<file path="src/rtl/calc_pkg.sv">
`default_nettype none
// ---------------------------------------------------------------------------
// calc_pkg : shared calculator constants, mode codes and sequencer states
// Revision : 1.0
// ---------------------------------------------------------------------------
package calc_pkg;

  localparam int DEF_WIDTH = 8;

  // Mode-select codes continuing the single-cycle ALU codes 3'b001..3'b100.
  localparam logic [2:0] MS_DIV = 3'b101;
  localparam logic [2:0] MS_MOD = 3'b110;

  typedef logic [1:0] seq_state_t;

  localparam seq_state_t ST_IDLE = 2'd0;
  localparam seq_state_t ST_RUN  = 2'd1;
  localparam seq_state_t ST_DONE = 2'd2;

endpackage
`default_nettype wire

</file>
<file path="src/rtl/div_mod_sequencer_if.sv">
`default_nettype none
// ---------------------------------------------------------------------------
// div_mod_sequencer_if : request/response bundle between controller and divider
// Revision : 1.0
// ---------------------------------------------------------------------------
interface div_mod_sequencer_if
  import calc_pkg::*;
#(
  parameter int WIDTH = DEF_WIDTH
);

  logic             start;
  logic             op_mod;
  logic [WIDTH-1:0] dividend;
  logic [WIDTH-1:0] divisor;
  logic             busy;
  logic             done;
  logic [WIDTH-1:0] result;
  logic             div_by_zero;

  modport master (
    output start, op_mod, dividend, divisor,
    input  busy, done, result, div_by_zero
  );

  modport slave (
    input  start, op_mod, dividend, divisor,
    output busy, done, result, div_by_zero
  );

endinterface
`default_nettype wire

</file>
<file path="src/rtl/div_step.sv">
`default_nettype none
// ---------------------------------------------------------------------------
// div_step : one combinational restoring shift-subtract iteration
// Revision : 1.0
// ---------------------------------------------------------------------------
module div_step
  import calc_pkg::*;
#(
  parameter int WIDTH = DEF_WIDTH
) (
  input  logic [WIDTH:0]   rem_i,
  input  logic [WIDTH-1:0] quo_i,
  input  logic [WIDTH-1:0] divisor_i,
  output logic [WIDTH:0]   rem_next_o,
  output logic [WIDTH-1:0] quo_next_o
);

  // One guard bit above the shifted remainder so its sign is the borrow.
  logic [WIDTH+1:0] shifted_w;
  logic [WIDTH+1:0] trial_w;
  logic             borrow_w;

  assign shifted_w  = {rem_i, quo_i[WIDTH-1]};
  assign trial_w    = shifted_w - {2'b00, divisor_i};
  assign borrow_w   = trial_w[WIDTH+1];
  assign rem_next_o = borrow_w ? shifted_w[WIDTH:0] : trial_w[WIDTH:0];
  assign quo_next_o = {quo_i[WIDTH-2:0], ~borrow_w};

endmodule
`default_nettype wire

</file>
<file path="src/rtl/div_mod_sequencer.sv">
`default_nettype none
// ---------------------------------------------------------------------------
// div_mod_sequencer : multi-cycle unsigned divide / modulo, one bit per clock
// Revision : 1.0
// ---------------------------------------------------------------------------
module div_mod_sequencer
  import calc_pkg::*;
#(
  parameter int WIDTH = DEF_WIDTH
) (
  input  logic                CLK,
  input  logic                RST_n,
  div_mod_sequencer_if.slave  seq_if
);

  localparam int CNT_W = $clog2(WIDTH + 1);

  seq_state_t       state_q,  state_d;
  logic [WIDTH:0]   rem_q,    rem_d;
  logic [WIDTH-1:0] quo_q,    quo_d;
  logic [WIDTH-1:0] divisor_q, divisor_d;
  logic             op_mod_q, op_mod_d;
  logic [CNT_W-1:0] cnt_q,    cnt_d;
  logic [WIDTH-1:0] result_q, result_d;
  logic             dbz_q,    dbz_d;

  logic [WIDTH:0]   step_rem_w;
  logic [WIDTH-1:0] step_quo_w;

  div_step #(
    .WIDTH (WIDTH)
  ) u_div_step (
    .rem_i      (rem_q),
    .quo_i      (quo_q),
    .divisor_i  (divisor_q),
    .rem_next_o (step_rem_w),
    .quo_next_o (step_quo_w)
  );

  always_comb begin
    state_d   = state_q;
    rem_d     = rem_q;
    quo_d     = quo_q;
    divisor_d = divisor_q;
    op_mod_d  = op_mod_q;
    cnt_d     = cnt_q;
    result_d  = result_q;
    dbz_d     = dbz_q;

    case (state_q)
      ST_IDLE: begin
        if (seq_if.start) begin
          op_mod_d  = seq_if.op_mod;
          divisor_d = seq_if.divisor;
          if (seq_if.divisor == '0) begin
            state_d  = ST_DONE;
            dbz_d    = 1'b1;
            result_d = seq_if.op_mod ? seq_if.dividend : '1;
          end else begin
            state_d = ST_RUN;
            rem_d   = '0;
            quo_d   = seq_if.dividend;
            cnt_d   = CNT_W'(WIDTH);
          end
        end
      end

      ST_RUN: begin
        rem_d = step_rem_w;
        quo_d = step_quo_w;
        cnt_d = cnt_q - CNT_W'(1);
        // Result is taken straight from the final step so it is valid in DONE.
        if (cnt_q == CNT_W'(1)) begin
          state_d  = ST_DONE;
          dbz_d    = 1'b0;
          result_d = op_mod_q ? step_rem_w[WIDTH-1:0] : step_quo_w;
        end
      end

      ST_DONE: begin
        state_d = ST_IDLE;
      end

      default: begin
        state_d = ST_IDLE;
      end
    endcase
  end

  always_ff @(posedge CLK or negedge RST_n) begin
    if (!RST_n) begin
      state_q   <= ST_IDLE;
      rem_q     <= '0;
      quo_q     <= '0;
      divisor_q <= '0;
      op_mod_q  <= 1'b0;
      cnt_q     <= '0;
      result_q  <= '0;
      dbz_q     <= 1'b0;
    end else begin
      state_q   <= state_d;
      rem_q     <= rem_d;
      quo_q     <= quo_d;
      divisor_q <= divisor_d;
      op_mod_q  <= op_mod_d;
      cnt_q     <= cnt_d;
      result_q  <= result_d;
      dbz_q     <= dbz_d;
    end
  end

  assign seq_if.busy        = (state_q != ST_IDLE);
  assign seq_if.done        = (state_q == ST_DONE);
  assign seq_if.result      = result_q;
  assign seq_if.div_by_zero = dbz_q;

endmodule
`default_nettype wire

</file>
<file path="src/flat_wrapper.sv">
// flat-port wrapper written by rule: the top's interface ports become plain ports
module div_mod_sequencer_flat import calc_pkg::*;
#(
  parameter int WIDTH = DEF_WIDTH
)
  (CLK, RST_n, seq_if_start, seq_if_op_mod, seq_if_dividend, seq_if_divisor, seq_if_busy, seq_if_done, seq_if_result, seq_if_div_by_zero);
  div_mod_sequencer_if #(.WIDTH(WIDTH)) seq_if_i ();
  input  logic CLK;
  input  logic RST_n;
  input wire logic [$bits(seq_if_i.start)-1:0] seq_if_start;
  input wire logic [$bits(seq_if_i.op_mod)-1:0] seq_if_op_mod;
  input wire logic [$bits(seq_if_i.dividend)-1:0] seq_if_dividend;
  input wire logic [$bits(seq_if_i.divisor)-1:0] seq_if_divisor;
  output wire logic [$bits(seq_if_i.busy)-1:0] seq_if_busy;
  output wire logic [$bits(seq_if_i.done)-1:0] seq_if_done;
  output wire logic [$bits(seq_if_i.result)-1:0] seq_if_result;
  output wire logic [$bits(seq_if_i.div_by_zero)-1:0] seq_if_div_by_zero;
  assign seq_if_i.start = seq_if_start;
  assign seq_if_i.op_mod = seq_if_op_mod;
  assign seq_if_i.dividend = seq_if_dividend;
  assign seq_if_i.divisor = seq_if_divisor;
  assign seq_if_busy = seq_if_i.busy;
  assign seq_if_done = seq_if_i.done;
  assign seq_if_result = seq_if_i.result;
  assign seq_if_div_by_zero = seq_if_i.div_by_zero;
  div_mod_sequencer #(.WIDTH(WIDTH)) u_core (.CLK(CLK), .RST_n(RST_n), .seq_if(seq_if_i));
endmodule
</file>
<file path="config.mk">
export PLATFORM = sky130hd
export DESIGN_NAME = div_mod_sequencer_flat
export DESIGN_NICKNAME = d
export VERILOG_FILES = /design/src/rtl/calc_pkg.sv /design/src/rtl/div_mod_sequencer_if.sv /design/src/rtl/div_step.sv /design/src/rtl/div_mod_sequencer.sv /design/src/flat_wrapper.sv
export SDC_FILE = /design/constraint.sdc
export NUM_CORES = 1
export LEC_CHECK = 0
export BUFFER_PORTS_ARGS = -buffer_cell sky130_fd_sc_hd__buf_4
export CAP_MARGIN = 20
export CORE_MARGIN = 4
export CORE_UTILIZATION = 42
export CTS_BUF_LIST = sky130_fd_sc_hd__clkbuf_2
export DETAILED_ROUTE_END_ITERATION = 8
export GPL_TIMING_DRIVEN = 0
export SETUP_SLACK_MARGIN = 0.3
export SLEW_MARGIN = 10
export SYNTH_ARGS = -nofsm -noshare
export SYNTH_HDL_FRONTEND = slang
export SYNTH_HIERARCHICAL = 1
export SYNTH_SLANG_ARGS = --single-unit
</file>
<file path="constraint.sdc">
create_clock -name CLK -period 4.29 [get_ports CLK]
set_clock_uncertainty 0.15 [all_clocks]
set_input_delay 0.858 -clock CLK [delete_from_list [all_inputs] [get_ports CLK]]
set_output_delay 0.858 -clock CLK [all_outputs]
set_load 0.02 [all_outputs]
</file>
==> summary.txt, run 1 <==
Synth
  • Synth Instances: 240
  • Post-synth cell types: 49
  • Post-synth top area share: approximately two fifths
  • Synth Net Count: around 270
  • Syn_area_per_cell: between 10 and 15 sq um
  • Yosys top cell by area: dfrtp_1
  • Syn. warnings: 6
  • EDFF count, synth: 0
  • Async S/R FF share, synth: 100.0%
  • Main synth FF type: dfrtp_1
  • Register area share after synthesis: 40.43%
  • Cell Area, Synth: ~2500 sq um
  • Synthesis-stage register bit count: 41
  • Main area contributors after synthesis: dfrtp_1 40%, mux2_2 12%, ha_1 4.9%

Power
  • Psw: ~0.0012 W
  • Leakage power: 1.351 nW
  • Gate power share: about two thirds
  • Total Power: ~0.0027 W
  • Power Density: 944.1 nW/um^2
  • Clock Power Share: under 10%
  • Worst VDD drop: roughly 0.38 mV
  • Seq pwr share: about a quarter
  • P_int: 0.001558 W
  • Sw Share: ~43%

STA
  • Period utilization: between 60% and 70%
  • Max-slew violations: 0
  • Min Tclk post-route: 2883 ps
  • Final setup vio count: 0
  • Worst-Margin Slew: 784.8 ps
  • Max transition margin: between 40% and 50%
  • Top achievable clock speed: around 350 MHz
  • PnR worst setup slack: 1407 ps
  • Unrepaired setup endpoints after global routing: no
  • Fin. Hold Viols: 0
  • Setup TNS after final layout: 0 ps
  • WHS: roughly 260 ps

Floorplan
  • Total die area: 7349 sq um
  • Core area: 5886 sq um
  • I/O Pins: 31
  • Cell Rows: 28
  • Chip height: between 80 and 90 um
  • Initial core utilization: around 43%
  • Die width: 85.73 um

Route
  • DR pass1 iterations: 4
  • Routed Antenna Nets: 0
  • 1st-iter DRT viols: 57
  • Vias: ~1,900
  • Via density: 5.261
  • WL per Instance: about 15 um
  • Residual DRC count: 0
  • Detailed Route WL: between 5 and 6 mm

Critical path
  • Critical Path Sink Type: flop
  • Critical path arrival: between 3000 and 4000 ps
  • Data required, critical path: 4450 ps
  • Crit Path Max Fanout: 8
  • CP startpoint kind: flop
  • Kind of critical path: flop to flop
  • Reg2reg path depth: 10

Placed design
  • Detailed Place HPWL: ~4.0 mm
  • Post-Place Worst Slack: approximately 1400 ps
  • Port Buffers: 30
  • Gpl congestion: 0.7631
  • Post-place instance area: 2856 sq um

Finish
  • Most common cell after layout, fill and taps aside: dfrtp_1
  • Ant. Diodes: 0
  • Most frequent cells in the layout: 41 x dfrtp_1, 37 x buf_4, 31 x nand2_1
  • Layout fillers: 548
  • Area Growth Syn to Fin: 14.15%
  • Post-route design area: 2897 sq um
  • Final nets: roughly 310
  • Layout cells sized above 1: between 30% and 40%

Global route
  • Tot GR Track Use: around 16%
  • Vias in the first global route: around 1,900
  • First-pass GRT wire length: around 9.2 mm
  • Largest net degree at the start of global routing: 42
  • GRT overflow: 0
  • Initial antenna violation count: 0

CTS
  • CTS hold repair buffers: 0
  • Num CTS Buffers: 5
  • CTS tree: done
  • Post-CTS setup buffers: 0
  • Clk slew on worst S/H paths: 210 ps
  • H-tree Lvls: 2
  • Longest Clk Path Bufs: 2
  • # resized after CTS: 0
  • CTS Sinks: a little over 40
  • CTS root buf: clkbuf_2
  • Clock latency on the worst-skew pair: 390 ps

Hold path
  • Hold Path Class: input port to asynchronous set/reset pin

Run status
  • Status: finished, final reports clean

Flow run
  • Max-cap viol count: 0
## cells by family after synthesis
kind of cell               after synthesis  share of synthesized area, %
buffers and inverters                   29                         6.459
and+or+nand+nor                         67                         13.51
DFF                                     41                         40.43
adders and majority gates               11                         5.720
muxes                                   41                         18.44
xor gates and xnor gates                 6                         2.071
AOI/OAI and AO/OA                       45                         13.36
## cell usage after synthesis (2+ instances only)
cell and count:
a21oi_1 16, a22o_1 9, buf_2 3, buf_4 7, buf_6 2, clkbuf_1 3
dfrtp_1 41, ha_1 10, inv_1 12, mux2_2 26, mux2_4 5, mux2i_1 10
nand2_1 31, nand2b_1 2, nand3_1 2, nor2_1 8, nor2b_1 2, nor3_1 3
nor3b_1 9, nor4_1 2, o21a_1 3, o21ai_0 3, xnor2_1 4, xor2_1 2
## final timing paths
| kind | from | end | slack [ps] |
|---|---|---|---|
| setup / recovery | u_core/rem_q[3] | u_core/seq_if.result[6] | 1410 |
| hold / removal | RST_n | u_core/quo_q[3] | 260 |
| setup reg to reg | u_core/rem_q[3] | u_core/seq_if.result[6] | 1410 |
| hold reg to reg | u_core/seq_if.div_by_zero | u_core/seq_if.div_by_zero | 380 |
| max in group asynchronous | RST_n | u_core/cnt_q[0] | 3360 |
| min in group CLK | u_core/seq_if.div_by_zero | u_core/seq_if.div_by_zero | 380 |
## power by group through the flow
stage          Combinational (W)  Clock (W)  Sequential (W)
6_report                 0.00186   0.000170        0.000704
2_1_floorplan            0.00142          0        0.000733
3_5_place_dp             0.00186          0        0.000717
3_3_place_gp             0.00185          0        0.000715
4_1_cts                  0.00187   0.000177        0.000707
5_1_grt                  0.00205   0.000196        0.000733
## sequential cells by signal, summed over array words and instances, names as in the netlist
register	flops
u_core/seq_if.result	8
u_core/cnt_q	4
u_core/state_q	2
u_core/rem_q	9
u_core/op_mod_q	1
u_core/quo_q	8
u_core/divisor_q	8
u_core/seq_if.div_by_zero	1
## through the flow
stage,utilization [%],instances
after global routing,49.21,353
after detailed placement,48.53,345
after floorplan,-,240
after CTS,49.21,353
after global placement,48.53,345
final,49.21,353
## worst max-delay path: stages (launching register included)
cell	delay (ps)
dfrtp_1	450
ha_1	380
a21oi_1	210
nand2_1	110
o211a_1	220
a211o_1	280
buf_6	150
mux2_4	310
mux2i_1	140
a21oi_1	120
mux2_2	270
## final cells by class
cell class                 instances  area (sq um)  area share, %
buffer                            16         115.1          3.974
clock buffer                       6         30.03          1.037
clock inverter                     2         10.01         0.3456
inverter                          13         48.80          1.685
multi-input combinational        170          1348          46.52
sequential                        41          1026          35.42
tap                               75         93.84          3.240
timing repair buffer              30         225.2          7.775
## per-layer routing
metal	track usage (%)	part of all wire, %	vias to the layer above
met5	0	0	-
met4	5.180	2.0	0
met3	3.746	3.2	9
met2	23.52	44	36
met1	23.38	51	900
li1	-	-	912
Note: power is estimated with default switching activity, not from simulation.
==> run 2: changes to the inputs <==
clock period = 2.6 ns   (was 4.29 ns; I/O delays follow)
==> summary.txt, run 2 (synthesized netlist as in run 1, its figures left out) <==
CTS
  • Clk slew on worst S/H paths: 210 ps
  • CTS Sinks: 41
  • CTS tree: done
  • Clock latency on the worst-skew pair: just under 400 ps
  • H-tree Lvls: 2
  • Longest Clk Path Bufs: 2
  • CTS root buf: clkbuf_2
  • Num CTS Buffers: 5

Finish
  • Most common cell after layout, fill and taps aside: buf_4
  • Top reg by flops: u_core/rem_q
  • Fin util: between 50 and 60%
  • Ant. Diodes: 0
  • Area Growth Syn to Fin: 28.40%
  • Final nets: approximately 330
  • Most frequent cells in the layout: 53 x buf_4, 40 x dfrtp_1, 30 x nand2_1
  • Max reg flops: 9
  • Layout cells sized above 1: between 40 and 50%

STA
  • Period utilization: 102.3%
  • Unrepaired setup endpoints after global routing: yes
  • Top achievable clock speed: 376.1 MHz
  • Fin. Hold Viols: 0
  • Final setup vio count: 7
  • Max transition margin: between 50% and 60%
  • Max-slew violations: 0
  • PnR worst setup slack: -58.59 ps
  • Worst-Margin Slew: 700.2 ps
  • Min Tclk post-route: 2659 ps

Floorplan
  • Cell Rows: 28
  • Die width: 85.73 um
  • I/O Pins: 31
  • Total die area: 7349 sq um
  • Chip height: between 80 and 90 um
  • Initial core utilization: 43.11%
  • Core area: slightly below 6000 sq um

Critical path
  • Reg2reg path depth: 10
  • CP startpoint kind: flop
  • Crit Path Max Fanout: 7
  • R2r endpoint: u_core/seq_if.result[2]
  • Critical Path Sink Type: flop
  • Data required, critical path: approximately 2800 ps
  • R2R setup slack: -60 ps
  • Worst R2R Start: u_core/rem_q[0]
  • Kind of critical path: flop to flop
  • Critical path arrival: roughly 2800 ps

Route
  • Met2 WL: 2.655 mm
  • DR pass1 iterations: 4
  • Routed Antenna Nets: 0
  • Vias: 1,910
  • Via density: between 5 and 6
  • Met1 wire length: between 2 and 3 mm
  • Top Metal Used: met4
  • Detailed Route WL: approximately 5.7 mm
  • WL per Instance: between 15 and 20 um
  • Residual DRC count: 0
  • Met3 WL post-DR: around 180 um
  • 1st-iter DRT viols: 63

Power
  • Gate power share: 72.3%
  • Clock Power Share: around 5.3%
  • Sw Share: 40.94%
  • Seq pwr share: between 20% and 30%
  • Power Density: 1636 nW/um^2
  • Leakage power: approximately 1.5 nW
  • Psw: roughly 0.0022 W
  • Total Power: ~0.0053 W
  • Worst VDD drop: between 0.6 and 0.7 mV
  • P_int: around 0.0031 W

Hold path
  • Hold wc startpoint: seq_if_divisor[5]
  • Hold Path Class: input port to flop
  • Hold Crit Depth: 2
  • Min-Delay Endpoint: u_core/divisor_q[5]

Run status
  • Failing checks: setup timing
  • Status: finished, violations left

Global route
  • Tot GR Track Use: 16.43%
  • First-pass GRT wire length: 9.508 mm
  • Initial antenna violation count: 0
  • GRT overflow: 0
  • Vias in the first global route: 1,956
  • Largest net degree at the start of global routing: 42

Flow run
  • Max-cap viol count: 0

Placed design
  • Gpl congestion: between 0.8 and 0.9
  • Detailed Place HPWL: a little under 4 mm
  • Port Buffers: 30
[run 2: per-stage QoR]
step / TNS, ps / hold slack, ps / worst slack [ps] / cell area, sq um / std cells
2_1_floorplan: 0 / 74.41 / 89.60 / 2616 / 240
4_1_cts: -444.5 / 173.4 / -82.08 / 3172 / 367
5_1_grt: -1067 / 138.2 / -171.8 / 3258 / 373
3_3_place_gp: -533.4 / 333.7 / -130.7 / 2935 / 345
6_report: -347.1 / 210.3 / -58.59 / 3258 / 373
3_5_place_dp: -576.0 / 342.5 / -129.0 / 2935 / 345
[run 2: what timing repair did]
item	4_1_cts	5_1_grt
endpoints found under the hold margin	41	0
hold buffers	1	0
setup buffers	13	6
pin swaps	12	19
gates resized for setup	18	8
setup endpoints to repair	16	18
cloned	0	0
[run 2: how the worst max path moves through the flow]
stage	start	cells after the start	slack, ps	end
floorplan	u_core/divisor_q[1]	11	90	u_core/seq_if.result[2]
global placement	u_core/rem_q[4]	10	-130	u_core/seq_if.result[5]
detailed placement	u_core/rem_q[4]	10	-130	u_core/seq_if.result[5]
CTS	u_core/rem_q[0]	10	-80	u_core/seq_if.result[5]
global route	u_core/quo_q[7]	11	-170	u_core/seq_if.result[4]
finish	u_core/rem_q[0]	10	-60	u_core/seq_if.result[2]
[run 2: power by group through the flow]
stage | clock network [W] | registers, W | logic, W
3_3_place_gp | 0 | 0.00120 | 0.00315
6_report | 0.000284 | 0.00120 | 0.00385
3_5_place_dp | 0 | 0.00121 | 0.00319
4_1_cts | 0.000300 | 0.00119 | 0.00365
2_1_floorplan | 0 | 0.00123 | 0.00250
5_1_grt | 0.000332 | 0.00124 | 0.00420
[run 2: worst max-delay path, stage by stage, from the launching register on]
cell and delay [ps]:
dfrtp_1 480, ha_4 300, nand2b_4 60, a211oi_4 270, o21ai_2 90, a211o_1 280, buf_6 150, mux2_4 310
mux2i_1 170, a21oi_1 80, mux2_2 260
[run 2: routing by layer]
layer	vias to the layer above	GRT usage (%)
li1	952	-
met1	925	21.76
met2	27	26.91
met3	6	3.266
met4	0	5.468
met5	-	0
[run 2: layout make-up]
type                            instances  area (sq um)
Tap cell                               75         93.84
Buffer                                 16         115.1
Sequential cell                        41          1027
Fill cell                             552          2628
Multi-Input combinational cell        170          1544
Timing Repair Buffer                   50         389.1
Inverter                               13         48.80
Clock buffer                            8         40.04
